[src/rtl/rr_arbiter_pkg.sv]
// Shared types and bit-vector helpers for the round-robin arbiter.
// Helpers work on MAX_W-bit vectors; callers zero-extend and truncate to their own WIDTH.
package rr_arbiter_pkg;

  localparam int MAX_W     = 64;
  localparam int MAX_IDX_W = 6;

  typedef enum logic {
    SLOT_EMPTY = 1'b0,
    SLOT_FULL  = 1'b1
  } slot_e;

  // Fill every bit at or below the highest set bit of the priority vector.
  function automatic logic [MAX_W-1:0] pry2thr(input logic [MAX_W-1:0] pry);
    logic [MAX_W-1:0] thr;
    thr[MAX_W-1] = pry[MAX_W-1];
    for (int i = MAX_W - 2; i >= 0; i--) begin
      thr[i] = thr[i+1] | pry[i];
    end
    return thr;
  endfunction

  // Fill every bit at or above the lowest set bit; thr2oht of this isolates that bit.
  function automatic logic [MAX_W-1:0] low2thr(input logic [MAX_W-1:0] vec);
    logic [MAX_W-1:0] thr;
    thr[0] = vec[0];
    for (int i = 1; i < MAX_W; i++) begin
      thr[i] = thr[i-1] | vec[i];
    end
    return thr;
  endfunction

  function automatic logic [MAX_W-1:0] thr2oht(input logic [MAX_W-1:0] thr);
    return thr & ~(thr << 1);
  endfunction

  function automatic logic [MAX_IDX_W-1:0] oht2idx(input logic [MAX_W-1:0] oht);
    logic [MAX_IDX_W-1:0] idx;
    idx = '0;
    for (int i = 0; i < MAX_W; i++) begin
      if (oht[i]) idx = idx | MAX_IDX_W'(i);
    end
    return idx;
  endfunction

endpackage

[src/rtl/rr_arbiter_thr_mask_select.sv]
// Round-robin pick: lowest requester above the last grant, else lowest overall.
module rr_mask_select #(
  parameter  int WIDTH = 8,
  localparam int IDX_W = $clog2(WIDTH)
) (
  input  logic [WIDTH-1:0] req_eff,
  input  logic [WIDTH-1:0] ptr_oht,
  output logic             sel_vld,
  output logic [WIDTH-1:0] sel_oht,
  output logic [IDX_W-1:0] sel_idx
);
  import rr_arbiter_pkg::*;

  logic [WIDTH-1:0] thr;
  logic [WIDTH-1:0] msk;
  logic [WIDTH-1:0] req_msk;
  logic [WIDTH-1:0] cand;

  // Falling back to the unmasked vector gives the wrap from WIDTH-1 to 0.
  always_comb begin
    thr     = WIDTH'(pry2thr(MAX_W'(ptr_oht)));
    msk     = ~thr;
    req_msk = req_eff & msk;
    cand    = (|req_msk) ? req_msk : req_eff;
    sel_oht = WIDTH'(thr2oht(low2thr(MAX_W'(cand))));
    sel_idx = IDX_W'(oht2idx(MAX_W'(sel_oht)));
    sel_vld = |req_eff;
  end

endmodule

[src/rtl/rr_arbiter_thr.sv]
// Registered round-robin arbiter with valid/ready on every requester and on the grant port.
module rr_arbiter_thr #(
  parameter  int WIDTH  = 8,
  parameter  int DATA_W = 8,
  localparam int IDX_W  = $clog2(WIDTH)
) (
  input  logic              clk,
  input  logic              rst,
  input  logic [WIDTH-1:0]  req_vld,
  input  logic [DATA_W-1:0] req_dat [WIDTH],
  output logic [WIDTH-1:0]  req_rdy,
  output logic              gnt_vld,
  input  logic              gnt_rdy,
  output logic [WIDTH-1:0]  gnt_oht,
  output logic [IDX_W-1:0]  gnt_idx,
  output logic [DATA_W-1:0] gnt_dat
);
  import rr_arbiter_pkg::*;

  localparam logic [WIDTH-1:0] PTR_RST = {1'b1, {(WIDTH-1){1'b0}}};

  slot_e             slot_q, slot_d;
  logic [WIDTH-1:0]  gnt_oht_q, gnt_oht_d;
  logic [IDX_W-1:0]  gnt_idx_q, gnt_idx_d;
  logic [DATA_W-1:0] gnt_dat_q, gnt_dat_d;
  logic [WIDTH-1:0]  ptr_oht_q, ptr_oht_d;

  logic              trn;
  logic              load;
  logic [WIDTH-1:0]  req_eff;
  logic              sel_vld;
  logic [WIDTH-1:0]  sel_oht;
  logic [IDX_W-1:0]  sel_idx;
  logic [DATA_W-1:0] sel_dat;

  assign gnt_vld = (slot_q == SLOT_FULL);
  assign gnt_oht = gnt_oht_q;
  assign gnt_idx = gnt_idx_q;
  assign gnt_dat = gnt_dat_q;

  assign trn     = gnt_vld & gnt_rdy;
  assign load    = !gnt_vld | trn;
  assign req_rdy = gnt_oht_q & {WIDTH{gnt_rdy}};
  // The requester transferring now still shows valid for the item leaving; keep it out of the pick.
  assign req_eff = req_vld & ~(gnt_oht_q & {WIDTH{trn}});

  rr_mask_select #(
    .WIDTH (WIDTH)
  ) u_mask_select (
    .req_eff (req_eff),
    .ptr_oht (ptr_oht_q),
    .sel_vld (sel_vld),
    .sel_oht (sel_oht),
    .sel_idx (sel_idx)
  );

  always_comb begin
    sel_dat = '0;
    for (int i = 0; i < WIDTH; i++) begin
      sel_dat = sel_dat | (req_dat[i] & {DATA_W{sel_oht[i]}});
    end
  end

  always_comb begin
    slot_d    = slot_q;
    gnt_oht_d = gnt_oht_q;
    gnt_idx_d = gnt_idx_q;
    gnt_dat_d = gnt_dat_q;
    ptr_oht_d = ptr_oht_q;
    if (load) begin
      if (sel_vld) begin
        slot_d    = SLOT_FULL;
        gnt_oht_d = sel_oht;
        gnt_idx_d = sel_idx;
        gnt_dat_d = sel_dat;
        ptr_oht_d = sel_oht;
      end else begin
        slot_d    = SLOT_EMPTY;
        gnt_oht_d = '0;
      end
    end
  end

  always_ff @(posedge clk) begin
    if (rst) begin
      slot_q    <= SLOT_EMPTY;
      gnt_oht_q <= '0;
      gnt_idx_q <= '0;
      gnt_dat_q <= '0;
      ptr_oht_q <= PTR_RST;
    end else begin
      slot_q    <= slot_d;
      gnt_oht_q <= gnt_oht_d;
      gnt_idx_q <= gnt_idx_d;
      gnt_dat_q <= gnt_dat_d;
      ptr_oht_q <= ptr_oht_d;
    end
  end

endmodule

[config.mk]
export PLATFORM = sky130hd
export DESIGN_NAME = rr_arbiter_thr
export DESIGN_NICKNAME = d
export VERILOG_FILES = /design/src/rtl/rr_arbiter_pkg.sv /design/src/rtl/rr_arbiter_thr_mask_select.sv /design/src/rtl/rr_arbiter_thr.sv
export SDC_FILE = /design/constraint.sdc
export NUM_CORES = 1
export LEC_CHECK = 0
export CORE_MARGIN = 4
export CORE_UTILIZATION = 39
export DETAILED_ROUTE_END_ITERATION = 8
export GPL_TIMING_DRIVEN = 0
export PLACE_DENSITY = 0.88
export SETUP_SLACK_MARGIN = 0.2
export SLEW_MARGIN = 40
export SYNTH_ARGS = -nofsm -noshare
export SYNTH_HDL_FRONTEND = slang
export SYNTH_HIERARCHICAL = 1
export SYNTH_SLANG_ARGS = --single-unit
[constraint.sdc]
create_clock -name clk -period 3.4 [get_ports clk]
set_input_delay 0.68 -clock clk [delete_from_list [all_inputs] [get_ports clk]]
set_output_delay 0.68 -clock clk [all_outputs]
set_load 0.005 [all_outputs]
; ---- Word level (Yosys, flattened, before mapping)
; Cells that the tools add are included.
[totals]
out_inout_bits = 28
reg_bits = 28
inputBits = 75
wordCells = 58
[op_classes]
mux = 10
reduce_logical = 4
bitwise_logic = 39
[ops]
columns = cell, n
row1 = 8-bit bitwise AND, 13
row2 = 8-bit bitwise OR, 7
row3 = 8-bit NOT, 3
row4 = 8-bit two-way mux, 2
row5 = 8-bit OR reduction, 2
row6 = 1-bit bitwise OR, 15
row7 = 3-bit two-way mux, 4
row8 = 2-bit two-way mux, 2
row9 = 1-bit two-way mux, 2
row10 = 2-bit AND reduction, 1
row11 = 1-bit bitwise AND, 1
row12 = 1-bit logical NOT, 1

; ---- Logic depth before layout (Yosys ltp)
; Gate-level depths: netlist of the first run.
[logic_depth]
depth_word = 27
depth_mapped = 14

; ---- By module
; The synthesis of the first run kept the hierarchy.
[by_module_without_submodules]
columns = module, n_inst, area_per_inst_um2, cells_per_inst
row1 = rr_arbiter_thr, 1, 1456.4, 167
row2 = rr_mask_select, 1, 415.4, 67

; ---- Worst setup path before layout of the first run
; OpenSTA, ideal clock, no wires.
[synth_path]
kind = input to register
startpoint = input port gnt_rdy
endpoint = register gnt_dat_q[0], in the netlist gnt_dat[0]
setup_ps = 91
t_arrival_ps = 3036
path_stages = 13
setup_slack_ps = 273
n_path_buf = 3
path_cell_list = buf_4 -> and2_1 -> clkbuf_1 -> a21boi_0 -> nor3b_1 -> a211oi_2 -> o221a_2 -> a211oi_4 -> nand3_2 -> nor2_1 -> buf_1 -> a221oi_1 -> a311oi_1
[synth_between]
elab_chain_cells = 17
word_cells_on_any_way = 34
classes_between = mux (1) / bitwise (30) / reduce/logical (3)
[synth_lines]
columns = element, line
row1 = start: declaration, rr_arbiter_thr.sv:13  ; input logic gnt_rdy,
row2 = 1-bit bitwise AND (*), rr_arbiter_thr.sv:41  ; assign trn = gnt_vld & gnt_rdy;
row3 = 8-bit bitwise AND (*), rr_arbiter_thr.sv:45  ; assign req_eff = req_vld & ~(gnt_oht_q & {WIDTH{trn}});
row4 = 8-bit NOT (*), rr_arbiter_thr.sv:45
row5 = 8-bit bitwise AND (*), rr_arbiter_thr.sv:45
row6 = via req_eff[5], rr_arbiter_thr.sv:30  ; logic [WIDTH-1:0] req_eff;
row7 = 8-bit bitwise AND, rr_arbiter_thr_mask_select.sv:23  ; req_msk = req_eff & msk;
row8 = 8-bit OR reduction, rr_arbiter_thr_mask_select.sv:24  ; cand = (|req_msk) ? req_msk : req_eff;
row9 = 8-bit two-way mux (*), rr_arbiter_thr_mask_select.sv:24
row10 = 1-bit bitwise OR (6 in series), rr_arbiter_pkg.sv:28  ; thr[i] = thr[i-1] | vec[i];
row11 = 1-bit bitwise OR or 8-bit NOT (tied branches), "rr_arbiter_pkg.sv:28, rr_arbiter_pkg.sv:34"
row12 = 8-bit bitwise AND (*), rr_arbiter_pkg.sv:34  ; return thr & ~(thr << 1);
row13 = via sel_oht[7], rr_arbiter_thr.sv:32  ; logic [WIDTH-1:0] sel_oht;
row14 = 8-bit bitwise AND (*), rr_arbiter_thr.sv:60  ; sel_dat = sel_dat | (req_dat[i] & {DATA_W{sel_oht[i]}});
row15 = 8-bit bitwise OR (*), rr_arbiter_thr.sv:60
row16 = end signal: assignment, rr_arbiter_thr.sv:95  ; gnt_dat_q <= gnt_dat_d;
row17 = end: declaration, rr_arbiter_thr.sv:25  ; logic [DATA_W-1:0] gnt_dat_q, gnt_dat_d;
; The timed path passes the listed nets; every way through them passes the cells marked *.
; A chain may end at the register's enable or synchronous reset.

; ---- Final worst setup path of the first run
[layout_path]
startpoint = input port gnt_rdy
endpoint = register gnt_dat_q[7], in the netlist gnt_dat[7]
[layout_between]
elab_chain_cells = 17
word_cells_on_any_way = 34
classes_between = mux (1) / bitwise (30) / reduce/logical (3)
[layout_lines]
columns = element, line
row1 = 1-bit bitwise AND (*), rr_arbiter_thr.sv:41
row2 = 8-bit bitwise AND (*), rr_arbiter_thr.sv:45
row3 = 8-bit NOT (*), rr_arbiter_thr.sv:45
row4 = 8-bit bitwise AND (*), rr_arbiter_thr.sv:45
row5 = via req_eff[5], rr_arbiter_thr.sv:30
row6 = 8-bit bitwise AND, rr_arbiter_thr_mask_select.sv:23
row7 = 8-bit OR reduction, rr_arbiter_thr_mask_select.sv:24
row8 = 8-bit two-way mux (*), rr_arbiter_thr_mask_select.sv:24
row9 = 1-bit bitwise OR (4 in series), rr_arbiter_pkg.sv:28
row10 = 1-bit bitwise OR or 8-bit NOT (tied branches), "rr_arbiter_pkg.sv:28, rr_arbiter_pkg.sv:34"
row11 = 8-bit bitwise AND (*), rr_arbiter_pkg.sv:34
row12 = via sel_oht[5], rr_arbiter_thr.sv:32
row13 = 8-bit bitwise AND (*), rr_arbiter_thr.sv:60
row14 = 8-bit bitwise OR (*) (3 in series), rr_arbiter_thr.sv:60
; Marks and branches as above.

==> results.md, run 1 <==
* Largest area contributor in the netlist: dfxtp_1
* Total Routing Usage GR at between 20% and 30%
* Ports at about 100
* Synthesized area per cell at approximately 8 um^2
* Worst-path clk slew at about 0.10 ns
* Slew @ Worst Pin at about 0.75 ns
* RD Place Congestion at 0.894
* Status: finished, final reports clean
* # port buffers at 101
* Yosys cell types at 42
* Min cycle time layout at approximately 3.1 ns
* CP max FO at 8
* Antenna-violating nets left at 0
* Pin count of the biggest net entering global routing at 17
* Pwr dens at 304 nW/um^2
* Synthesized instance count at 234
* GRT overflow at 0
* Most frequent cells in the layout: 100 x clkdlybuf4s50_1, 29 x a21oi_1, 28 x dfxtp_1, 20 x buf_4
* Yosys warns at 6
* Reg2reg path depth at 14
* Die area at around 6000 um^2
* Post-synth EDFFs at 0
* Starting Density at 41.6%
* Static leakage at about 1.2 nW
* Clock Skew at between 0.004 and 0.005 ns
* Share of layout cells above drive strength 1 at 18.2%
* Setup slack, reg-to-reg at approximately 0.50 ns
* First-pass GRT wire length at 12.3 mm
* Seq/Total Area, Yosys at approximately 30%
* CP peak stage delay at about 0.33 ns
* Clock Tree Buf Depth at 2
* Core Util, Final at a little over 70%
* Pins Over Slew Limit at 0
* Maximum VDD drop at about 0.32 mV
* Clock latency on the worst-skew pair at 0.28 ns
* Max_cap viols at 0
* TritonCTS clock tree: yes
* Critical-path cell list: clkbuf_2, buf_6, and2_4, buf_8, a21boi_4, nor3b_4, a211oi_4, a21o_4, a211oi_4, buf_4, nand2_2, nor2_2, buf_4, a22o_1, a221oi_1, a311oi_1
* Die H at about 77 um
* Synthesized area at roughly 1900 um^2
* Relative slew margins at between 40 and 50%
* Num CTS Buffers at 3
* Critical Path Start Type: input port
* Highest-delay cell along the critical path: a311oi_1
* Root Driver: clkbuf_8
* Final critical-path share of the clock period at 91.9%
* HPWL Detailed at ~5.7 mm
* Final setup fails at 0
* Share of flip-flops with an asynchronous set or reset at 0%
* Via Count at ~2500
* Final net count at ~430
* Cell area after layout at about 3300 um^2
* Setup TNS at 0 ns
* WP data required at between 3 and 4 ns
* CORE AREA at around 4500 um^2
* Vias in the first global route at roughly 2400
* Critical path arrival at 3.30 ns
* Synth top area share at approximately 30%
* Iter 0 DRT Violations at about 240
* Commonest non-fill, non-tap cell in the layout: clkdlybuf4s50_1
* Area Overhead vs Synth at 73.9%
* DIE WIDTH at 77.3 um
* DP Area at roughly 2900 um^2
* Peak Freq at about 0.32 GHz
* Hold_buf cts at 0
* Clock Sinks at 28
* FP Rows at 24
* CTS H-tree depth at 1
* WHS at just under 0.5 ns
* Seq cells post-synth at 28
* Crit path launch: gnt_rdy
* Worst setup path class: input port to flop
* DRT Wirelength at slightly above 8 mm
* DR vias/cell at 6.19
* Unrepaired setup endpoints after global routing: false
* Synth Flop Type: dfxtp_1
* Crit path to: gnt_dat[7]
* Ranking of synthesized cells by area: dfxtp_1 30%, a21oi_1 7.8%, a221oi_1 7.5%
* Drt pass-1 iters at 5
* Final Hold Fails at 0
* N_diodes at 0
* Worst R2R Start: gnt_vld
* Worst Setup End Kind: flop
* Drt drc at 0
* DR WL/cell at a little over 20 um
* Reg2reg end: gnt_dat[7]
* Syn_nets at 309
* Initial antenna violation count at 0
* Worst Hold Class: flop to flop
flip-flops by register name, summed over array words and instances (netlist names):
| name | flops |
|---|---|
| gnt_dat | 8 |
| gnt_oht | 8 |
| ptr_oht_q | 8 |
| gnt_idx | 3 |
| gnt_vld | 1 |
cells in the mapped netlist (3+ instances only):
| master | count |
|---|---|
| a21oi_1 | 29 |
| dfxtp_1 | 28 |
| a221oi_1 | 16 |
| a22o_1 | 16 |
| nand2_1 | 16 |
| nand3_1 | 16 |
| o21ai_0 | 15 |
| and2_1 | 10 |
| nor2_1 | 10 |
| a21boi_0 | 9 |
| a311oi_1 | 9 |
| inv_1 | 7 |
| buf_2 | 6 |
| clkbuf_1 | 6 |
| buf_4 | 5 |
| nand3b_1 | 3 |
final cells by class:
cell class / count / area [um^2]
timing repair buffer: 114 / 1100
tap: 52 / 65.1
buffer: 21 / 159
clock inverter: 1 / 30.0
fill: 318 / 1250
multi-input combinational: 178 / 1270
clock buffer: 3 / 41.3
sequential: 28 / 561
inverter: 7 / 26.3
through the flow:
stage | worst slack [ns] | power [W] | instances
after floorplan | 0.273 | 0.000517 | 234
after global placement | -0.930 | 0.000677 | 387
after CTS | 0.278 | 0.000973 | 401
after global routing | 0.208 | 0.00103 | 404
after detailed placement | -1.05 | 0.000681 | 387
final | 0.276 | 0.000989 | 404
power by group:
group | internal (W) | switching (W)
combinational | 0.000203 | 0.000152
sequential | 0.000350 | 0.0000171
clock | 0.000158 | 0.000109
worst min-delay path by stage:
stage / cells past startpoint / endpoint / startpoint / slack [ns]
6_report: 2 / gnt_idx[2] / gnt_idx[2] / 0.50
5_1_grt: 2 / gnt_idx[0] / gnt_idx[0] / 0.53
3_5_place_dp: 2 / gnt_oht[5] / gnt_oht[5] / 0.48
2_1_floorplan: 2 / ptr_oht_q[7] / ptr_oht_q[7] / 0.45
4_1_cts: 2 / gnt_idx[2] / gnt_idx[2] / 0.50
3_3_place_gp: 2 / ptr_oht_q[7] / ptr_oht_q[7] / 0.46
timing repair:
item	CTS	global route
gates resized for setup	44	8
endpoints found under the hold margin	0	0
pin swaps	7	8
setup buffers	8	3
cloned	2	0
endpoints found under the setup margin	27	9
layer usage:
layer	track usage, %	share of wire, %	up-vias
met2	43.8	51	134
met4	7.83	2.2	0
met3	5.15	7.5	18
met5	0	0	-
met1	32.3	39	1212
li1	-	-	1135
worst max-delay path: cells and delay by family:
kind,cells,cell delay [ns]
AOI/OAI and AO/OA,7,1.32
and+or+nand+nor,4,0.61
buffers and inverters,5,0.70
cell families after synthesis:
family                 share of synthesized area, %
DFF                                            29.9
buffers and inverters                          7.89
AOI/OAI and AO/OA                              43.0
and+or+nand+nor                                19.2
Power figures use the tool's default switching activity.
==> run 2, diff against run 1 <==
- SLEW_MARGIN: 40 -> not set
==> results of run 2 <==
No change in the layout: final DEF, timing and power equal those of run 1.
==> run 3, diff against run 2 <==
- CELL_PAD_IN_SITES_DETAIL_PLACEMENT: not set -> 1
- CELL_PAD_IN_SITES_GLOBAL_PLACEMENT: not set -> 2
- CORE_UTILIZATION: 39 -> 20
- PLACE_DENSITY: 0.88 -> 0.86
==> run 3 against run 2 <==
  * Fmax increased by 2.8%
  * Critical endpoint is now gnt_dat[3]
  * Worst setup slack better by 0.084 ns
  * Clock power is 21% lower
  * Largest power group unchanged
  * Highest routed layer unchanged
  * Die area up 84%
==> results.md, run 3 (same netlist as run 1, synthesis figures left out) <==
* First-pass GRT wire length at 13.5 mm
* Pre-CTS setup slack at -1.16 ns
* DRT Wirelength at roughly 9.0 mm
* Most frequent cells in the layout: 100 x clkdlybuf4s50_1, 29 x a21oi_1, 28 x dfxtp_1
* Die area at approximately 11000 um^2
* Setup slack after layout at between 0.3 and 0.4 ns
* Iter 0 DRT Violations at between 150 and 200
* Final setup fails at 0
* Antenna-violating nets left at 0
* Starting Density at just over 20%
* Slew @ Worst Pin at roughly 0.8 ns
* Clock latency on the worst-skew pair at 0.28 ns
* Drt drc at 0
* Drt pass-1 iters at 4
* Peak Freq at ~0.33 GHz
* Ports at about 100
* Clock Tree Buf Depth at 2
* Comb power frac at roughly 39%
* TritonCTS clock tree: yes
* DR vias/cell at about 5.2
* HPWL Detailed at between 6 and 7 mm
* Worst setup path class: input port to flop
* Max_cap viols at 0
* Relative slew margins at 45.5%
* Final critical-path share of the clock period at between 80% and 90%
* Initial antenna violation count at 0
* Vias in the first global route at ~2400
* Clock Skew at between 0.007 and 0.008 ns
* GRT overflow at 0
* Int Pwr at between 0.0006 and 0.0007 W
* Status: finished, final reports clean
* Core Util, Final at 36.3%
* RD Place Congestion at 0.798
* DIE WIDTH at approximately 100 um
* WP data required at roughly 3.6 ns
* Post-Place Cells at 446
* P_sw at 0.000282 W
* Final std cells w/o fill at 461
* Area Overhead vs Synth at 78.5%
* Share of layout cells above drive strength 1 at roughly a fifth
* Pwr dens at between 200 and 300 nW/um^2
* Reg power frac at about two fifths
* Final Hold Fails at 0
* Maximum VDD drop at about 0.13 mV
* DR WL/cell at roughly 20 um
* Total Routing Usage GR at between 10% and 20%
* Worst Setup End Kind: flop
* Pins Over Slew Limit at 0
* Root Driver: clkbuf_8
* Final net count at 426
* WHS at about 0.50 ns
* Num CTS Buffers at 3
* Critical path arrival at between 3 and 4 ns
* Critical Path Start Type: input port
* Pin count of the biggest net entering global routing at 16
* Worst Hold Class: flop to flop
* CTS H-tree depth at 1
* CORE AREA at between 9000 and 10000 um^2
* N_diodes at 0
* Min cycle time layout at 3.04 ns
* Clock Sinks at 28
* Clock power share at between 20 and 25%
* # port buffers at approximately 100
* FP Rows at 35
* Die H at ~100 um
* Static leakage at about 1.2 nW
* Commonest non-fill, non-tap cell in the layout: clkdlybuf4s50_1
* Setup slack, reg-to-reg at ~0.51 ns
* Unrepaired setup endpoints after global routing: false
* Switching share of total power at between 20% and 30%
* CP max FO at 7
* Worst-path clk slew at around 0.1 ns
* Via Count at between 2000 and 2500
* Hold_buf cts at 0
## run 3: timing repair
| action | CTS | global route |
|---|---|---|
| endpoints found under the setup margin | 28 | 10 |
| resized for setup | 39 | 17 |
| endpoints found under the hold margin | 0 | 0 |
| cloned | 1 | 0 |
| pin swaps | 7 | 9 |
| buffers inserted | 5 | 5 |
## run 3: metal layers
metal | global-route usage [%] | wire length [um] | vias to the layer above
li1 | - | - | 1133
met1 | 20.2 | 4010 | 1169
met2 | 26.5 | 4480 | 72
met3 | 2.47 | 354 | 18
met4 | 4.87 | 200 | 0
met5 | 0 | 0 | -
## run 3: per-stage QoR
| stage | total power (W) | TNS [ns] | instance area (um^2) |
|---|---|---|---|
| after floorplan | 0.000517 | 0 | 1870 |
| after global placement | 0.000686 | -20.56 | 3020 |
| after detailed placement | 0.000693 | -22.11 | 3020 |
| after CTS | 0.000929 | 0 | 3220 |
| after global routing | 0.000998 | 0 | 3340 |
| final | 0.000942 | 0 | 3340 |
## run 3: power by group through the flow
stage / sequential (W) / clock (W) / combinational [W]
after floorplan: 0.000372 / 0 / 0.000145
after global placement: 0.000373 / 0 / 0.000313
after detailed placement: 0.000374 / 0 / 0.000319
after CTS: 0.000368 / 0.000221 / 0.000340
after global routing: 0.000371 / 0.000237 / 0.000389
final: 0.000368 / 0.000211 / 0.000363
## run 3: path summary, 6_finish.rpt
path,endpoint,start,cells after the start
setup / recovery,gnt_dat[3],gnt_rdy,15
hold / removal,ptr_oht_q[7],ptr_oht_q[7],2
setup reg to reg,gnt_dat[3],gnt_vld,13
hold reg to reg,ptr_oht_q[7],ptr_oht_q[7],2
## run 3: final cells by class
class	count	area, um^2
Buffer	21	163
Clock buffer	4	55.1
Fill cell	1072	5850
Inverter	7	26.3
Multi-Input combinational cell	178	1300
Sequential cell	28	561
Tap cell	111	139
Timing Repair Buffer	112	1100
## run 3: worst max-delay path: stages
cell      delay [ns]
clkbuf_2        0.10
buf_6           0.11
and2_4          0.15
buf_12          0.14
a21boi_4        0.16
nor3b_2         0.20
a211oi_2        0.08
a21o_2          0.28
a211oi_4        0.32
nand3_2         0.16
nor2_4          0.18
buf_6           0.15
a22o_1          0.14
a221oi_1        0.05
a311oi_1        0.31
